## src/rtl/riscv_pkg.sv

```systemverilog
// Shared fetch-path types and constants.
package riscv_pkg;

  typedef enum logic [1:0] {IDLE, REQ, WAIT, HOLD} fetch_state_t;

  localparam logic [31:0] NOP_INSTR = 32'h0000_0013;
  localparam logic [31:0] RESET_PC  = 32'h0000_0000;

endpackage

```

## src/rtl/if_id_reg.sv

```systemverilog
// IF/ID pipeline register: flush beats load, load beats drain, stall holds.
module if_id_reg
  import riscv_pkg::*;
#(
  parameter int unsigned XLEN      = 32,
  parameter logic [31:0] NOP_VALUE = NOP_INSTR
) (
  input  logic            clk,
  input  logic            reset,
  input  logic            i_flush,
  input  logic            i_load,
  input  logic            i_stall,
  input  logic [31:0]     i_instr,
  input  logic [XLEN-1:0] i_pc,
  input  logic [XLEN-1:0] i_pc_plus_4,
  output logic [31:0]     o_instr,
  output logic [XLEN-1:0] o_pc,
  output logic [XLEN-1:0] o_pc_plus_4,
  output logic            o_valid
);

  logic [31:0]     r_instr;
  logic [XLEN-1:0] r_pc;
  logic [XLEN-1:0] r_pc_plus_4;
  logic            r_valid;

  always_ff @(posedge clk) begin
    if (reset) begin
      r_valid     <= 1'b0;
      r_instr     <= NOP_VALUE;
      r_pc        <= XLEN'(RESET_PC);
      r_pc_plus_4 <= '0;
    end else if (i_flush) begin
      r_valid <= 1'b0;
      r_instr <= NOP_VALUE;
    end else if (i_load) begin
      r_valid     <= 1'b1;
      r_instr     <= i_instr;
      r_pc        <= i_pc;
      r_pc_plus_4 <= i_pc_plus_4;
    end else if (!i_stall) begin
      // Draining leaves the register empty, which decode must see as a NOP.
      r_valid <= 1'b0;
      r_instr <= NOP_VALUE;
    end
  end

  assign o_instr     = r_instr;
  assign o_pc        = r_pc;
  assign o_pc_plus_4 = r_pc_plus_4;
  assign o_valid     = r_valid;

endmodule

```

## src/rtl/fetch_stage.sv

```systemverilog
// Instruction fetch: one outstanding req/gnt/rvalid transaction, skid buffer
// for responses that arrive while decode stalls, and PC advance gating.
module fetch_stage
  import riscv_pkg::*;
#(
  parameter int unsigned XLEN      = 32,
  parameter logic [31:0] NOP_INSTR = riscv_pkg::NOP_INSTR
) (
  input  logic            clk,
  input  logic            reset,
  input  logic [XLEN-1:0] pc,
  input  logic [XLEN-1:0] pc_plus_4,
  output logic            pc_advance,
  output logic            imem_req,
  output logic [XLEN-1:0] imem_addr,
  input  logic            imem_gnt,
  input  logic            imem_rvalid,
  input  logic [31:0]     imem_rdata,
  input  logic            stall_d,
  input  logic            flush_d,
  output logic [31:0]     instr_d,
  output logic [XLEN-1:0] pc_d,
  output logic [XLEN-1:0] pc_plus_4_d,
  output logic            valid_d
);

  fetch_state_t r_state;
  fetch_state_t w_next;

  logic            r_kill;
  logic [XLEN-1:0] r_tag_pc;
  logic [XLEN-1:0] r_tag_pc4;
  logic [31:0]     r_skid_instr;
  logic [XLEN-1:0] r_skid_pc;
  logic [XLEN-1:0] r_skid_pc4;

  logic            w_load;
  logic            w_sel_skid;
  logic            w_tag_en;
  logic            w_skid_en;
  logic            w_kill_set;
  logic            w_kill_clr;
  logic [31:0]     w_ld_instr;
  logic [XLEN-1:0] w_ld_pc;
  logic [XLEN-1:0] w_ld_pc4;

  always_comb begin
    w_next     = r_state;
    w_load     = 1'b0;
    w_sel_skid = 1'b0;
    w_tag_en   = 1'b0;
    w_skid_en  = 1'b0;
    w_kill_set = 1'b0;
    w_kill_clr = 1'b0;
    case (r_state)
      IDLE: w_next = REQ;
      REQ: begin
        if (imem_gnt) begin
          w_next     = WAIT;
          w_tag_en   = 1'b1;
          w_kill_set = flush_d;
        end
      end
      WAIT: begin
        if (imem_rvalid) begin
          w_next = REQ;
          // A killed or redirected response is dropped without advancing.
          if (r_kill) begin
            w_kill_clr = 1'b1;
          end else if (!flush_d) begin
            if (!valid_d || !stall_d) begin
              w_load = 1'b1;
            end else begin
              w_skid_en = 1'b1;
              w_next    = HOLD;
            end
          end
        end else if (flush_d) begin
          w_kill_set = 1'b1;
        end
      end
      HOLD: begin
        if (flush_d) begin
          w_next = REQ;
        end else if (!stall_d) begin
          w_load     = 1'b1;
          w_sel_skid = 1'b1;
          w_next     = REQ;
        end
      end
      default: w_next = IDLE;
    endcase
  end

  always_ff @(posedge clk) begin
    if (reset) begin
      r_state      <= IDLE;
      r_kill       <= 1'b0;
      r_tag_pc     <= '0;
      r_tag_pc4    <= '0;
      r_skid_instr <= '0;
      r_skid_pc    <= '0;
      r_skid_pc4   <= '0;
    end else begin
      r_state <= w_next;
      if (w_kill_set) begin
        r_kill <= 1'b1;
      end else if (w_kill_clr) begin
        r_kill <= 1'b0;
      end
      if (w_tag_en) begin
        r_tag_pc  <= pc;
        r_tag_pc4 <= pc_plus_4;
      end
      if (w_skid_en) begin
        r_skid_instr <= imem_rdata;
        r_skid_pc    <= r_tag_pc;
        r_skid_pc4   <= r_tag_pc4;
      end
    end
  end

  assign w_ld_instr = w_sel_skid ? r_skid_instr : imem_rdata;
  assign w_ld_pc    = w_sel_skid ? r_skid_pc    : r_tag_pc;
  assign w_ld_pc4   = w_sel_skid ? r_skid_pc4   : r_tag_pc4;

  assign imem_req   = (r_state == REQ);
  assign imem_addr  = pc;
  assign pc_advance = w_load | flush_d;

  if_id_reg #(
    .XLEN      (XLEN),
    .NOP_VALUE (NOP_INSTR)
  ) u_if_id (
    .clk         (clk),
    .reset       (reset),
    .i_flush     (flush_d),
    .i_load      (w_load),
    .i_stall     (stall_d),
    .i_instr     (w_ld_instr),
    .i_pc        (w_ld_pc),
    .i_pc_plus_4 (w_ld_pc4),
    .o_instr     (instr_d),
    .o_pc        (pc_d),
    .o_pc_plus_4 (pc_plus_4_d),
    .o_valid     (valid_d)
  );

endmodule

```

## config.mk

```make
export PLATFORM = sky130hd
export DESIGN_NAME = fetch_stage
export DESIGN_NICKNAME = d
export VERILOG_FILES = /design/src/rtl/riscv_pkg.sv /design/src/rtl/if_id_reg.sv /design/src/rtl/fetch_stage.sv
export SDC_FILE = /design/constraint.sdc
export NUM_CORES = 1
export LEC_CHECK = 0
export CORE_MARGIN = 2
export CORE_UTILIZATION = 50
export DETAILED_ROUTE_END_ITERATION = 7
export DONT_BUFFER_PORTS = 1
export GPL_TIMING_DRIVEN = 0
export PLACE_DENSITY_LB_ADDON = 0.08
export SLEW_MARGIN = 5
export SYNTH_ARGS = -nofsm -noshare
export SYNTH_HDL_FRONTEND = slang
export SYNTH_HIERARCHICAL = 1
export SYNTH_SLANG_ARGS = --single-unit
```

## constraint.sdc

```tcl
create_clock -name clk -period 2.9 [get_ports clk]
set_input_delay 0.145 -clock clk [delete_from_list [all_inputs] [get_ports clk]]
set_output_delay 0.145 -clock clk [all_outputs]
set_load 0.01 [all_outputs]
```

Word-level counts from Yosys, hierarchy flattened

Cells that the tools add are included.

Flip-flop bits (word level): 260
Input port bits: 102
Word-level logic and storage cells: 67
Output and inout port bits: 131

Equal/unequal tests: 7
Reductions and logical operators: 8
Bitwise operators: 2
Muxes and demuxes: 39

Operators with widths:

| operator             | count |
|---|---|
| $mux W32             | 5 |
| $mux W1              | 24 |
| $mux W2              | 7 |
| $pmux W2 S4          | 1 |
| $eq A2 B2 Y1 const B | 2 |
| $ne A2 B1 Y1 const B | 2 |
| $pmux W1 S2          | 2 |
| $ne A3 B3 Y1 const B | 1 |
| $reduce_and A3 Y1    | 1 |
| $eq A2 B1 Y1 const B | 1 |
| $logic_not A1 Y1     | 2 |
| $logic_not A2 Y1     | 1 |
| $ne A2 B2 Y1 const B | 1 |
| $reduce_and A2 Y1    | 1 |
| $reduce_bool A2 Y1   | 1 |
| $reduce_or A2 Y1     | 1 |
| $logic_or A1 B1 Y1   | 1 |
| $not A1 Y1           | 1 |
| $or A1 B1 Y1         | 1 |

Logic depth before layout (Yosys ltp)

Word-level depth: 8
Mapped depth: 11
Gate-level depth less buffers: 7

Modules after synthesis

The synthesis kept the hierarchy.

By module, submodules not included:

| module      | times used | area an instance (um^2) | cells each | seq. area each (um^2) |
|---|---|---|---|---|
| fetch_stage | 1          | 7,888.8                 | 888        | 3,263.1 |
| if_id_reg   | 1          | 3,495.9                 | 425        | 1,941.9 |

Least setup slack after synthesis

No wires, ideal clock.

Path kind: register to register
From: reg r_state[0]
To: reg u_if_id.r_pc[0], in the netlist u_if_id/o_pc[0]
Data required time: 2.768 ns
Cell stages (with the launch flop): 12
Setup time: 0.132 ns
Slack: 0.913 ns
Arrival time: 1.855 ns
Buffers on the path: 4
Period minus slack after synthesis: 1.987 ns
Path through: dfxtp_1 -> inv_1 -> ha_1 -> and2_1 -> buf_2 -> buf_2 -> a31o_2 -> nor2b_1 -> buf_4 -> buf_6 -> nand2_1 -> a21oi_1

Word-level cells in the longest chain between the ends: 3
Elaborated cells on any way between the ends: 6
Classes of those cells: eq/ne (2); mux (3); reduce/logical (1)

Ends and longest elaborated chain:

| what                                 | line               | source |
|---|---|---|
| from (decl)                          | fetch_stage.sv:27  | `fetch_state_t r_state;` |
| from (signal assigned)               | fetch_stage.sv:105 | `r_state <= w_next;` |
| $eq A2 B2 Y1                         | fetch_stage.sv:55  | `case (r_state)` |
| $pmux W1 S2 *                        | fetch_stage.sv:55  |  |
| via w_load                           | fetch_stage.sv:37  | `logic w_load;` |
| $reduce_and A2 Y1 (no source line) * | n/a                |  |
| to (signal assigned)                 | if_id_reg.sv:31    | `r_pc <= XLEN'(RESET_PC);` |
| to (signal assigned)                 | if_id_reg.sv:39    | `r_pc <= i_pc;` |
| to (decl)                            | if_id_reg.sv:23    | `logic [XLEN-1:0] r_pc;` |

The timed path passes the listed nets; every way through them passes the cells marked *.
A chain may end at the register's enable or synchronous reset.

Worst setup path in the final report

From: reg r_state[0]
To: reg u_if_id.r_instr[1], in the netlist u_if_id/o_instr[1]

Elaborated cells on any way between the ends: 7
Classes of those cells: eq/ne (3); mux (4)

RTL lines:

| what                                                      | line              | source |
|---|---|---|
| $eq A2 B2 Y1                                              | fetch_stage.sv:55 |  |
| $pmux W1 S2 *                                             | fetch_stage.sv:55 |  |
| via w_load                                                | fetch_stage.sv:37 |  |
| $ne A2 B1 Y1 (no source line) or $mux W32 (tied branches) | n/a               |  |
| to (signal assigned)                                      | if_id_reg.sv:38   | `r_instr <= i_instr;` |
| to (decl)                                                 | if_id_reg.sv:22   | `logic [31:0] r_instr;` |

Marks and branches as above.

==> results.md <==
- Register area share after synthesis: 45.72%
- Unique cell type count in the Yosys netlist: 37
- Gpl congestion: 0.8121
- Worst hold margin: 0.02451 ns
- Util after Layout: 60.74%
- Syn_nets: 1419
- Share of the synthesized area in the top cell type: 45.72%
- CTS tree: done
- Share of post-route cells with drive strength above 1: 19.77%
- Die height: 154.9 um
- Net count, final: 1551
- CP max FO: 10
- Initial antenna violation count: 1
- CP Data Arrival Time: 3.14 ns
- Via-per-instance ratio: 5.460
- Total track usage: 25.15%
- RSZ-0062 raised after global routing: false
- Vias in the first global route: 9225
- PortBufs: 0
- CP endpoint kind: flip-flop
- Setup TNS Final: 0 ns
- Max rail drop VDD: 0.4234 mV
- Layout area overhead: 20.06%
- Fillcell total: 1997
- Post-placement cell area: 11740 um^2
- Ports: 233
- Row cnt: 55
- Total wire length: 31390 um
- Final Cycle Share: 94.03%
- Place WS: 0.4193 ns
- Synth top cells by count: nand2_1, dfxtp_1, a21oi_1
- Starting density of the core: 50.59%
- FMAX: 0.3667 GHz
- Routed via count: 9544
- Synth warn: 6
- Postcts setup bufs: 0
- Post-Syn Area per Cell: 8.671 um^2
- Main flop type after synthesis: dfxtp_1
- Register Area: 5205 um^2
- Max-slew violations: 0
- DP HPWL: 21090 um
- Bufs on Longest Clock Path: 3
- Worst skew pair latency: 0.53 ns
- Cts bufs inserted: 27
- Post-Route Skew: 0.007178 ns
- Gr ovfl total: 0
- DR WL/cell: 17.96 um
- H-tree levels: 1
- Die Area: 23990 um^2
- Worst hold start: reset
- Synth area leader: dfxtp_1
- Clock Sink Count: 260
- Slew @ Worst Pin: 0.7907 ns
- Number of enable flip-flop cells after synthesis: 0
- Pwr Total: 7.851 mW
- Power Dens Cells: 574.4 nW/um^2
- Asr flop ratio synth: 0%
- ANT nets after route: 0
- Largest net degree at the start of global routing: 14
- CP Launch Type: flip-flop
- Die width: 154.9 um
- Cells after synthesis: 1313
- Reg-to-Reg Start: r_state[0]
- CTS root buffer: clkbuf_16
- Most frequent cell after synthesis: nand2_1
- Final hold vios: 0
- Clock transition at path regs: 0.06 ns
- Placed insts: 1598
- Drt first pass iters: 5
- Slew headroom: 47.29%
- Min-Delay Path Class: in -> reg
- Fin crit period: 2.727 ns
- Required @ worst endpoint: 3.31 ns
- Finished Cell Area: 13670 um^2
- Post-CTS Resized: 0
- Outcome: completed
- Area of the multi-input gates: 5300 um^2
- Leak pwr: 4.583 nW
- DRT iter0 DRCs: 520
- Netlist Area Pre-Place: 11380 um^2
- Yosys reg bits: 260
- DRC violations left: 0
- Critical path launch point: r_state[0]
- Worst Slack Setup Final: 0.1732 ns
- Setup Viol. Count Final: 0
- Number of hold buffers added after cts: 103
- First-pass GRT wire length: 49070 um
- Max-cap viol count: 0
- Core ar.: 22500 um^2
- Crit Path Class: reg -> reg
- Non-Filler Instances: 1748
- Synth area leaders: dfxtp_1, a21oi_1, nand2_1
[layout make-up]
class / count / area share [%]
multi-input combinational: 900 / 38.78
sequential: 260 / 38.08
timing repair buffer: 103 / 7.543
buffer: 150 / 6.353
clock buffer: 41 / 5.987
tap: 285 / 2.609
clock inverter: 5 / 0.5492
inverter: 3 / 0.08239
antenna: 1 / 0.01831
[worst max-delay path, cell delays in order, from the launching register on]
cell	delay, ns
dfxtp_1	0.42
inv_1	0.07
ha_1	0.23
and2_1	0.16
buf_2	0.19
buf_2	0.24
a31o_2	0.29
buf_2	0.18
nor3b_1	0.19
o21ai_0	0.08
dlygate4sd3_1	0.57
[layout by cell type (no fill, tap or decap), drive strengths merged]
| cell | instances |
|---|---|
| clkinv | 3 |
| a211o | 1 |
| ha | 4 |
| nand3b | 30 |
| dfxtp | 260 |
| o21ai | 100 |
| a211oi | 1 |
| a31o | 1 |
| nor3b | 3 |
| inv | 3 |
| buf | 97 |
| a21oi | 256 |
| nand4bb | 1 |
| a31oi | 1 |
| nand2b | 4 |
| diode | 1 |
| nor2 | 5 |
| dlygate4sd3 | 103 |
| nand3 | 96 |
| nand2 | 289 |
| mux2 | 96 |
| and2 | 2 |
| bufinv | 2 |
| nand4 | 1 |
| and3 | 1 |
| or2 | 1 |
| nor2b | 4 |
| and4bb | 1 |
| o32ai | 1 |
| a21o | 1 |
| clkbuf | 94 |
[flip-flops by register name, indices dropped and copies added (netlist names)]
| register | cells |
|---|---|
| u_if_id/o_instr | 32 |
| r_skid_pc | 32 |
| u_if_id/o_valid | 1 |
| r_skid_instr | 32 |
| u_if_id/o_pc_plus_4 | 32 |
| r_skid_pc4 | 32 |
| r_tag_pc | 32 |
| r_state | 2 |
| r_kill | 1 |
| u_if_id/o_pc | 32 |
| r_tag_pc4 | 32 |
[per-layer routing]
| layer | vias to the layer above | track usage (%) | wire length (um) |
|---|---|---|---|
| li1 | 4716 | - | - |
| met1 | 4482 | 33.72 | 14150 |
| met3 | 44 | 5.877 | 2309 |
| met5 | - | 0 | 0 |
| met2 | 302 | 41.16 | 14270 |
| met4 | 0 | 6.261 | 664 |
[path summary, 6_finish.rpt]
path              cells past startpoint  slack (ns)                      to
hold reg to reg                       2        0.47            r_tag_pc[16]
setup / recovery                     10        0.17      u_if_id/o_instr[1]
setup reg to reg                     10        0.17      u_if_id/o_instr[1]
hold / removal                        2        0.02  u_if_id/o_pc_plus_4[1]
[cells by family after synthesis]
group / Yosys count / share of synthesized area [%]
buffers and inverters: 153 / 7.726
DFF: 260 / 45.72
muxes: 96 / 10.45
and+or+nand+nor: 438 / 18.61
AOI/OAI and AO/OA: 362 / 17.06
adders and majority gates: 4 / 0.4396
[where the power goes]
group / leakage [nW] / internal, mW / switching (mW)
combinational: 2.04 / 0.290 / 0.354
clock: 0.443 / 2.10 / 1.41
sequential: 2.10 / 3.64 / 0.0568
total: 4.58 / 6.03 / 1.82
No activity file was read; power rests on OpenSTA's default activity.
